--- src/rtl/pe_pkg.sv ---
// pe_pkg: shared saturation bounds, overflow test and width check for the systolic PE
//   MAX_BW           widest accumulator the helpers support
//   sat_max/sat_min  clamp limits for a bw-bit accumulator, signed or unsigned
//   add_ovf          overflow of a BW-bit add from the addend/sum sign bits and carry-out
//   PE_CHECK_WIDTHS  elaboration guard: 2*DATA_WIDTH <= BUS_WIDTH <= MAX_BW
`define PE_CHECK_WIDTHS(dw, bw) \
  if ((bw) < 2 * (dw) || (bw) > pe_pkg::MAX_BW) begin : g_bad_widths \
    $error("pe_mac_cell: BUS_WIDTH must lie in [2*DATA_WIDTH, 64]"); \
  end
package pe_pkg;
  localparam int MAX_BW = 64;
  function automatic logic [MAX_BW-1:0] sat_max(input int bw, input logic sgn);
    return {MAX_BW{1'b1}} >> (MAX_BW - bw + int'(sgn));
  endfunction
  function automatic logic [MAX_BW-1:0] sat_min(input int bw, input logic sgn);
    return sgn ? {MAX_BW{1'b1}} << (bw - 1) : '0;
  endfunction
  function automatic logic add_ovf(input logic a_msb, b_msb, s_msb, cout, sgn);
    return sgn ? (a_msb == b_msb) && (s_msb != a_msb) : cout;
  endfunction
endpackage

--- src/rtl/pe_mac_cell_if.sv ---
// pe_mac_cell_if: operand/result bundle between a PE and its neighbours
//   _i signals flow into the PE (clr, valid, signed mode, north/west operands)
//   _o signals flow out (south/east forwarded operands, valid, accumulator, overflow flag)
//   slave: the PE side; master: the driver side
interface pe_mac_cell_if #(
  parameter int DATA_WIDTH = 8,
  parameter int BUS_WIDTH  = 32
);
  logic                  clr_i, valid_i, signed_i;
  logic [DATA_WIDTH-1:0] north_i, west_i, south_o, east_o;
  logic                  valid_o, ouflow_o;
  logic [BUS_WIDTH-1:0]  res_o;
  modport master (
    output clr_i, valid_i, signed_i, north_i, west_i,
    input  south_o, east_o, valid_o, res_o, ouflow_o
  );
  modport slave (
    input  clr_i, valid_i, signed_i, north_i, west_i,
    output south_o, east_o, valid_o, res_o, ouflow_o
  );
endinterface

--- src/rtl/pe_mult_stage.sv ---
// pe_mult_stage: signed/unsigned DATA_WIDTH multiplier, extended to BUS_WIDTH, optionally registered
//   clk_i, rst_ni          clock, async active-low reset
//   valid_i, signed_i      operand pair valid and its number format
//   a_i, b_i               operands
//   valid_o, signed_o      product valid and format, aligned with prod_o
//   prod_o                 product sign/zero-extended to BUS_WIDTH
module pe_mult_stage
  import pe_pkg::*;
#(
  parameter int DATA_WIDTH = 8,
  parameter int BUS_WIDTH  = 32,
  parameter int MUL_PIPE   = 0
) (
  input  logic                  clk_i,
  input  logic                  rst_ni,
  input  logic                  valid_i,
  input  logic                  signed_i,
  input  logic [DATA_WIDTH-1:0] a_i,
  input  logic [DATA_WIDTH-1:0] b_i,
  output logic                  valid_o,
  output logic                  signed_o,
  output logic [BUS_WIDTH-1:0]  prod_o
);
  localparam int PW = 2 * DATA_WIDTH;
  logic [PW-1:0]        a_x, b_x, p;
  logic [BUS_WIDTH-1:0] p_sx, p_zx, prod_d;
  // Operands are extended to the full product width first, so the low PW bits
  // of one unsigned multiply are correct for both number formats.
  always_comb begin
    a_x    = {{DATA_WIDTH{signed_i & a_i[DATA_WIDTH-1]}}, a_i};
    b_x    = {{DATA_WIDTH{signed_i & b_i[DATA_WIDTH-1]}}, b_i};
    p      = a_x * b_x;
    p_sx   = BUS_WIDTH'($signed(p));
    p_zx   = BUS_WIDTH'(p);
    prod_d = signed_i ? p_sx : p_zx;
  end
  if (MUL_PIPE != 0) begin : g_pipe
    logic                 valid_q, signed_q;
    logic [BUS_WIDTH-1:0] prod_q;
    always_ff @(posedge clk_i or negedge rst_ni)
      if (!rst_ni) begin
        valid_q  <= 1'b0;
        signed_q <= 1'b0;
        prod_q   <= '0;
      end else begin
        valid_q  <= valid_i;
        signed_q <= signed_i;
        prod_q   <= prod_d;
      end
    assign valid_o  = valid_q;
    assign signed_o = signed_q;
    assign prod_o   = prod_q;
  end else begin : g_comb
    assign valid_o  = valid_i;
    assign signed_o = signed_i;
    assign prod_o   = prod_d;
  end
endmodule

--- src/rtl/pe_mac_cell.sv ---
// pe_mac_cell: systolic PE forwarding north->south / west->east and accumulating their products
//   clk_i, rst_ni  clock, async active-low reset
//   bus (slave)    clr/valid/signed/north/west in; south/east/valid/res/ouflow out
//   SAT_EN         1: clamp on overflow, 0: wrap
//   MUL_PIPE       1: registered product stage (result latency 2)
module pe_mac_cell
  import pe_pkg::*;
#(
  parameter int DATA_WIDTH = 8,
  parameter int BUS_WIDTH  = 32,
  parameter int SAT_EN     = 0,
  parameter int MUL_PIPE   = 0
) (
  input  logic         clk_i,
  input  logic         rst_ni,
  pe_mac_cell_if.slave bus
);
  `PE_CHECK_WIDTHS(DATA_WIDTH, BUS_WIDTH)
  // Without a product stage, a term arriving with clr_i is visible at once and
  // becomes the first accumulator value; with one, it is still in the stage.
  localparam bit LOAD_ON_CLR = (MUL_PIPE == 0);
  logic [DATA_WIDTH-1:0] south_q, south_d, east_q, east_d;
  logic                  valid_q, ouflow_q, ouflow_d;
  logic [BUS_WIDTH-1:0]  acc_q, acc_d, prod, sat_val;
  logic [BUS_WIDTH:0]    sum;
  logic                  p_valid, p_sgn, ovf;
  pe_mult_stage #(
    .DATA_WIDTH(DATA_WIDTH),
    .BUS_WIDTH (BUS_WIDTH),
    .MUL_PIPE  (MUL_PIPE)
  ) u_mult (
    .clk_i   (clk_i),
    .rst_ni  (rst_ni),
    .valid_i (bus.valid_i),
    .signed_i(bus.signed_i),
    .a_i     (bus.north_i),
    .b_i     (bus.west_i),
    .valid_o (p_valid),
    .signed_o(p_sgn),
    .prod_o  (prod)
  );
  always_comb begin
    south_d  = bus.valid_i ? bus.north_i : south_q;
    east_d   = bus.valid_i ? bus.west_i : east_q;
    sum      = {1'b0, acc_q} + {1'b0, prod};
    ovf      = add_ovf(acc_q[BUS_WIDTH-1], prod[BUS_WIDTH-1], sum[BUS_WIDTH-1], sum[BUS_WIDTH], p_sgn);
    // A signed overflow has both addends of equal sign, so the accumulator sign picks the rail.
    sat_val  = (p_sgn && acc_q[BUS_WIDTH-1]) ? BUS_WIDTH'(sat_min(BUS_WIDTH, 1'b1))
                                             : BUS_WIDTH'(sat_max(BUS_WIDTH, p_sgn));
    acc_d    = bus.clr_i ? ((LOAD_ON_CLR && p_valid) ? prod : '0) :
               !p_valid ? acc_q :
               (SAT_EN != 0 && ovf) ? sat_val : sum[BUS_WIDTH-1:0];
    ouflow_d = !bus.clr_i && (ouflow_q || (p_valid && ovf));
  end
  always_ff @(posedge clk_i or negedge rst_ni)
    if (!rst_ni) begin
      south_q  <= '0;
      east_q   <= '0;
      valid_q  <= 1'b0;
      acc_q    <= '0;
      ouflow_q <= 1'b0;
    end else begin
      south_q  <= south_d;
      east_q   <= east_d;
      valid_q  <= bus.valid_i;
      acc_q    <= acc_d;
      ouflow_q <= ouflow_d;
    end
  assign bus.south_o  = south_q;
  assign bus.east_o   = east_q;
  assign bus.valid_o  = valid_q;
  assign bus.res_o    = acc_q;
  assign bus.ouflow_o = ouflow_q;
endmodule

--- src/flat_wrapper.sv ---
// flat-port wrapper written by rule: the top's interface ports become plain ports
module pe_mac_cell_flat import pe_pkg::*;
#(
  parameter int DATA_WIDTH = 8,
  parameter int BUS_WIDTH  = 32,
  parameter int SAT_EN     = 0,
  parameter int MUL_PIPE   = 0
)
  (clk_i, rst_ni, bus_clr_i, bus_valid_i, bus_signed_i, bus_north_i, bus_west_i, bus_south_o, bus_east_o, bus_valid_o, bus_res_o, bus_ouflow_o);
  pe_mac_cell_if #(.DATA_WIDTH(DATA_WIDTH), .BUS_WIDTH(BUS_WIDTH)) bus_i ();
  input  logic clk_i;
  input  logic rst_ni;
  input wire logic [$bits(bus_i.clr_i)-1:0] bus_clr_i;
  input wire logic [$bits(bus_i.valid_i)-1:0] bus_valid_i;
  input wire logic [$bits(bus_i.signed_i)-1:0] bus_signed_i;
  input wire logic [$bits(bus_i.north_i)-1:0] bus_north_i;
  input wire logic [$bits(bus_i.west_i)-1:0] bus_west_i;
  output wire logic [$bits(bus_i.south_o)-1:0] bus_south_o;
  output wire logic [$bits(bus_i.east_o)-1:0] bus_east_o;
  output wire logic [$bits(bus_i.valid_o)-1:0] bus_valid_o;
  output wire logic [$bits(bus_i.res_o)-1:0] bus_res_o;
  output wire logic [$bits(bus_i.ouflow_o)-1:0] bus_ouflow_o;
  assign bus_i.clr_i = bus_clr_i;
  assign bus_i.valid_i = bus_valid_i;
  assign bus_i.signed_i = bus_signed_i;
  assign bus_i.north_i = bus_north_i;
  assign bus_i.west_i = bus_west_i;
  assign bus_south_o = bus_i.south_o;
  assign bus_east_o = bus_i.east_o;
  assign bus_valid_o = bus_i.valid_o;
  assign bus_res_o = bus_i.res_o;
  assign bus_ouflow_o = bus_i.ouflow_o;
  pe_mac_cell #(.DATA_WIDTH(DATA_WIDTH), .BUS_WIDTH(BUS_WIDTH), .SAT_EN(SAT_EN), .MUL_PIPE(MUL_PIPE)) u_core (.clk_i(clk_i), .rst_ni(rst_ni), .bus(bus_i));
endmodule
--- config.mk ---
export PLATFORM = sky130hd
export DESIGN_NAME = pe_mac_cell_flat
export DESIGN_NICKNAME = d
export VERILOG_FILES = /design/src/rtl/pe_pkg.sv /design/src/rtl/pe_mac_cell_if.sv /design/src/rtl/pe_mult_stage.sv /design/src/rtl/pe_mac_cell.sv /design/src/flat_wrapper.sv
export SDC_FILE = /design/constraint.sdc
export NUM_CORES = 1
export LEC_CHECK = 0
export CELL_PAD_IN_SITES_DETAIL_PLACEMENT = 1
export CELL_PAD_IN_SITES_GLOBAL_PLACEMENT = 2
export CORE_ASPECT_RATIO = 1.75
export CORE_MARGIN = 2
export CORE_UTILIZATION = 40
export CTS_BUF_LIST = sky130_fd_sc_hd__clkbuf_8
export DETAILED_ROUTE_END_ITERATION = 8
export PLACE_DENSITY = 0.95
export SYNTH_ARGS = -nofsm -noshare
export SYNTH_HDL_FRONTEND = slang
export SYNTH_HIERARCHICAL = 1
export SYNTH_SLANG_ARGS = --single-unit
--- constraint.sdc ---
create_clock -name clk_i -period 8.1 [get_ports clk_i]
set_input_delay 1.62 -clock clk_i [delete_from_list [all_inputs] [get_ports clk_i]]
set_output_delay 1.62 -clock clk_i [all_outputs]
set_load 0.05 [all_outputs]
==> results of run 1 <==
## synthesized netlist by cell type, drive strengths merged, types with 2 or more instances
cell type	number	area share [%]
a211oi	5	0.73
a21boi	2	0.29
a21o	13	1.5
a21oi	37	2.9
a22oi	7	0.80
a31oi	4	0.71
and2	37	3.6
and3	9	0.94
buf	22	2.3
clkbuf	20	1.1
dfrtp	50	19
fa	64	20
ha	65	12
inv	93	5.3
mux2	17	2.9
mux2i	24	3.7
nand2	76	4.4
nand2b	7	0.67
nand3	10	0.76
nand4	3	0.29
nor2	15	0.90
nor2b	7	0.67
nor4	2	0.19
o2111ai	2	0.27
o211ai	8	0.99
o21a	4	0.46
o21ai	49	3.9
o21bai	2	0.23
o31ai	2	0.31
or2	3	0.29
xnor2	32	4.3
xor2	15	2.0
## per-stage QoR
step                util, %  cells
finish                 53.9   1069
global route           53.9   1069
CTS                    53.2   1062
detailed placement     50.7   1043
global placement       50.7   1043
floorplan                 -    718
## worst max path at each step
stage / startpoint / end / cells after the start
6_report: bus_west_i[4] / u_core/bus.ouflow_o / 29
4_1_cts: bus_west_i[1] / u_core/bus.ouflow_o / 29
5_1_grt: bus_signed_i / u_core/bus.ouflow_o / 30
2_1_floorplan: bus_signed_i / u_core/bus.ouflow_o / 29
3_5_place_dp: bus_signed_i / u_core/bus.ouflow_o / 28
3_3_place_gp: bus_signed_i / u_core/bus.ouflow_o / 28
## layout make-up
class | count | area, µm² | area share, %
clock buffers | 5 | 68.8 | 0.800
clock inverters | 3 | 28.8 | 0.335
inverters | 93 | 349 | 4.06
multi-input cells | 533 | 5030 | 58.5
flip-flops and latches | 50 | 1250 | 14.5
well taps | 189 | 236 | 2.75
repair buffers | 196 | 1630 | 19.0
## critical path: cells and delay by family
| family | cells | cell delay, ns |
|---|---|---|
| simple gates | 8 | 1.20 |
| buf+inv | 6 | 0.46 |
| fa+ha+maj | 7 | 3.17 |
| compound gates | 7 | 1.54 |
| xor+xnor | 1 | 0.15 |
## state kept, by name (all words and copies together) (netlist names)
signal               flops
u_core/bus.south_o       8
u_core/bus.east_o        8
u_core/bus.res_o        32
u_core/bus.valid_o       1
u_core/bus.ouflow_o      1
## repair_timing
| item | 4_1_cts | 5_1_grt |
|---|---|---|
| hold endpoints to repair | 0 | 0 |
| pin swaps | 19 | 35 |
| gates resized for setup | 53 | 60 |
| buffers inserted | 11 | 7 |
| setup endpoints to repair | 18 | 19 |
## metal layers
layer  up-vias  track usage [%]  share of wire [%]
met3        60             2.18                2.3
met4         0             11.3                5.2
met2       125             51.5                 59
met1      2967             25.3                 33
li1       2682                -                  -
met5         -                0                  0
## cells by family after synthesis
kind of cell	after synthesis	synth area share (%)
AND/OR/NAND/NOR	174	13.2
XOR/XNOR	47	6.28
flip-flops	50	19.1
multiplexers	41	6.59
buffers and inverters	135	8.76
AO/OA/AOI/OAI	142	14.1
adder cells (fa/ha/maj)	129	32.0
==> results.tsv, run 1 <==
stage	metric	value	unit
finish	final_common_cell	buf_4	
global_routing	grt_pass1_wl	35100	µm
timing	worstMarginPinSlew	1.24	ns
route	routedWlPerCell	20.4	µm
run	max_cap_violations	0	
timing	hold_violations	0	
worst_setup_path	critPathMaxFanout	8	
route	drc	0	
global_routing	grt_overflow	0	
place	dp_hpwl	16400	µm
clock_tree	clk_path_buf_depth	2	
worst_setup_path	r2r_cells	12	
timing	post-route-min-period	7.94	ns
min_path	hold_end	u_core/bus.south_o[7]	
min_path	hold_path.class	flop to flop	
clock_tree	clk_pin_slew	0.11	ns
synthesis	synth_cells	718	
timing	hold-worst-slack	0.519	ns
route	wl	21800	µm
worst_setup_path	slowest_delay	0.59	ns
timing	setup-violations-final	0	
place	gp_congestion	0.956	
worst_setup_path	cp-start-kind	input port	
route	via_per_inst	5.46	
route	final_antenna_net_count	0	
die	die-area	17500	µm²
worst_setup_path	r2r_setup_slack	5.10	ns
clock_tree	worstSkewPairLatency	0.34	ns
route	num_vias	5834	
worst_setup_path	worstSetupPathType	input port to flop	
synthesis	ys_seq_elements	50	
finish	antenna_cells	0	
place	portBuffers	70	
timing	min_period_over_period	98.0	%
global_routing	antenna_found_initial	0	
min_path	whs_path_depth	1	
place	placed_cell_area	8090	µm²
clock_tree	cts_tree	done	
clock_tree	hold_buffers	0	
synthesis	synth_fp_nets	868	
synthesis	async_flop_share	100	%
worst_setup_path	worst_r2r_endpoint	u_core/bus.res_o[18]	
die	core	16000	µm²
synthesis	synth_ff_type	dfrtp_1	
synthesis	synth_cell_types	60	
synthesis	seq_area_frac_synth	19.1	%
finish	fin_nets	1029	
die	die_h	173	µm
die	die_width	101	µm
worst_setup_path	cp-end-kind	flop	
finish	final_cell_mix	buf_4 (118), inv_1 (86), nand2_1 (73)	
clock_tree	cts_buffers	5	
finish	n_fill_cell	1806	
global_routing	track_usage	25.6	%
global_routing	first_global_vias	6830	
finish	post-route-cell-area	8600	µm²
die	start_util	41.1	%
worst_setup_path	cpMostUsedCell	fa_1	
timing	slew_viol_final	0	
worst_setup_path	crit_slowest_cell	fa_1	
synthesis	syn_area_per_cell	9.13	µm²
timing	clock_skew	0.0148	ns
finish	drive_above_1_share	27.3	%
synthesis	ys_warn_count	6	
worst_setup_path	reg2reg_from	u_core/bus.res_o[0]	
clock_tree	cts.sinks	50	
status	status	complete, no violations	
worst_setup_path	cp.arrival	8.16	ns
timing	relSlewSlack	17.2	%
die	io_pins	71	
min_path	hp-start	u_core/bus.south_o[7]	
timing	setup-tns-final	0	ns
die	fp-row-count	61	
synthesis	synth_area	6560	µm²
clock_tree	cts_max_level	2	
clock_tree	cts_root_buffer	clkbuf_8	
route	first_iter_violations	153	
timing	clock.fmax	126	MHz
worst_setup_path	required	8.32	ns
finish	syn2layout_area_growth	31.2	%
timing	finalWorstSetupSlack	0.159	ns
synthesis	synth_edf_count	0	
route	drt_pass1_iterations	4	
global_routing	grt_max_degree	52	
place	dp_worst_setup_slack	-0.935	ns
Power of run 1 is not shown: default switching activity piles up to over one toggle a cycle in this logic, so the estimate is an artifact.
==> run 2: changes to the inputs <==
--- a/config.mk
+++ b/config.mk
@@ -10,3 +10,3 @@
 export CORE_ASPECT_RATIO = 1.75
-export CORE_MARGIN = 2
+export CORE_MARGIN = 3
 export CORE_UTILIZATION = 40
==> constraint.sdc (replaced) <==
create_clock -name clk_i -period 8.1 [get_ports clk_i]
set_input_delay 2.43 -clock clk_i [delete_from_list [all_inputs] [get_ports clk_i]]
set_output_delay 2.43 -clock clk_i [all_outputs]
set_load 0.05 [all_outputs]
==> run 2 against run 1 <==
  * The run now ends with negative setup slack left
  * Via count grew 5.4%
  * Non-clock buffer count up 33
  * Worst setup slack worse by 0.78 ns
  * Core utilization up 4.0 points
  * Fmax is 8.9% lower
  * Routed wire length increased by 15%
  * Count of clock-buffer cells in the layout stayed put
  * Critical endpoint unchanged
  * Cell count grew 3.1%
  * Sequential share of layout area fell by 1.0 points
  * Critical path depth stayed put
  * Die area rose by 3.2%
  * First-iteration DRC count rose by 52%
==> results.tsv, run 2 (synthesis results as in run 1) <==
stage	metric	value	unit
die	start_util	41.1	%
clock_tree	cts_root_buffer	clkbuf_8	
worst_setup_path	reg2reg_from	u_core/bus.res_o[0]	
timing	clock.fmax	115	MHz
min_path	hold_end	u_core/bus.south_o[3]	
worst_setup_path	slowest_delay	0.56	ns
die	io_pins	71	
run	max_cap_violations	0	
global_routing	antenna_found_initial	0	
timing	setup-violations-final	18	
clock_tree	cts_buffers	5	
global_routing	grt_pass1_wl	37600	µm
worst_setup_path	required	8.31	ns
finish	fin_nets	1062	
status	status	finished, violations left	
timing	min_period_over_period	108	%
worst_setup_path	worstSetupPathType	input port to flop	
worst_setup_path	cpMostUsedCell	fa_1	
global_routing	track_usage	27.1	%
clock_tree	clk_pin_slew	0.13	ns
timing	relSlewSlack	13.3	%
timing	hold-worst-slack	0.523	ns
worst_setup_path	critPathMaxFanout	5	
finish	final_common_cell	buf_4	
timing	clock_skew	0.0192	ns
finish	seqCellArea	1250	µm²
route	final_antenna_net_count	0	
timing	worstMarginPinSlew	1.30	ns
finish	drive_above_1_share	34.5	%
route	routedWlPerCell	22.7	µm
timing	post-route-min-period	8.72	ns
worst_setup_path	worst_r2r_endpoint	u_core/bus.ouflow_o	
finish	n_fill_cell	1769	
timing	rsz0062_at_grt	yes	
die	die_h	175	µm
finish	largest_reg_flops	32	
finish	antenna_cells	0	
die	core	16000	µm²
status	violations	negative setup slack	
finish	multi_input_area	5350	µm²
route	via_per_inst	5.58	
die	fp-row-count	61	
global_routing	grt_overflow	0	
finish	final_cell_mix	buf_4 (142), inv_1 (87), nand2_1 (69)	
place	portBuffers	70	
die	die-area	18000	µm²
worst_setup_path	cp-start-kind	input port	
min_path	hold_path.class	flop to flop	
place	dp_hpwl	17000	µm
route	drc	0	
clock_tree	cts_max_level	2	
global_routing	grt_max_degree	52	
finish	syn2layout_area_growth	40.9	%
place	gp_congestion	0.876	
route	first_iter_violations	232	
worst_setup_path	cp-end-kind	flop	
route	wl	25100	µm
worst_setup_path	r2r_setup_slack	4.95	ns
worst_setup_path	r2r_cells	12	
clock_tree	clk_path_buf_depth	2	
die	die_width	103	µm
worst_setup_path	crit_slowest_cell	fa_1	
clock_tree	hold_buffers	0	
clock_tree	cts_tree	done	
route	num_vias	6149	
timing	finalWorstSetupSlack	-0.618	ns
clock_tree	worstSkewPairLatency	0.34	ns
min_path	whs_path_depth	1	
worst_setup_path	cp.arrival	8.93	ns
min_path	hp-start	u_core/bus.south_o[3]	
timing	slew_viol_final	0	
route	drt_pass1_iterations	5	
global_routing	first_global_vias	7264	
timing	hold_violations	0	
clock_tree	cts.sinks	50	
## run 2: worst max-delay path: cells and delay by family
family	cells	cell delay, ns
AOI/OAI and AO/OA	7	1.51
xor gates and xnor gates	1	0.15
adders and majority gates	7	3.05
buffers and inverters	5	0.46
and+or+nand+nor	9	1.31
## run 2: routing by layer
metal | routed length [µm] | vias up | GRT usage [%]
met5 | 0 | - | 0
met4 | 1440 | 0 | 14.7
met3 | 577 | 90 | 3.14
met2 | 14800 | 174 | 54.1
met1 | 8230 | 3135 | 25.2
li1 | - | 2750 | -
## run 2: worst max-delay path by stage
stage                   start                  end  slack (ns)  depth (start not counted)
3_3_place_gp     bus_signed_i  u_core/bus.ouflow_o       -1.16                         30
5_1_grt          bus_signed_i  u_core/bus.ouflow_o       -0.81                         29
6_report        bus_west_i[7]  u_core/bus.ouflow_o       -0.62                         29
2_1_floorplan  bus_north_i[3]  u_core/bus.ouflow_o       -0.34                         29
3_5_place_dp   bus_north_i[4]  u_core/bus.ouflow_o       -1.53                         29
4_1_cts          bus_signed_i  u_core/bus.ouflow_o       -0.54                         30
## run 2: final cells by class
type | instances | area share, %
multi-input cells | 533 | 57.9
flip-flops and latches | 50 | 13.6
well taps | 189 | 2.56
inverters | 93 | 3.78
clock inverters | 3 | 0.474
clock buffers | 5 | 0.745
repair buffers | 229 | 20.9
## run 2: stage by stage
| step | utilization, % | instance area (µm²) | TNS [ns] | worst slack (ns) | cells |
|---|---|---|---|---|---|
| after floorplan | - | 6760 | -1.55 | -0.338 | 718 |
| after global placement | 51.9 | 8270 | -18.92 | -1.16 | 1048 |
| after detailed placement | 51.9 | 8270 | -25.58 | -1.53 | 1048 |
| after CTS | 55.7 | 8880 | -5.19 | -0.537 | 1086 |
| after global routing | 57.9 | 9230 | -10.97 | -0.809 | 1102 |
| final | 57.9 | 9230 | -6.61 | -0.618 | 1102 |
## run 2: timing repair
action / 4_1_cts / 5_1_grt
gates cloned: 1 / 0
resized for setup: 134 / 80
pin swaps: 61 / 69
buffers inserted: 29 / 18
setup endpoints to repair: 23 / 23
Power of run 2 is left out for the same reason.
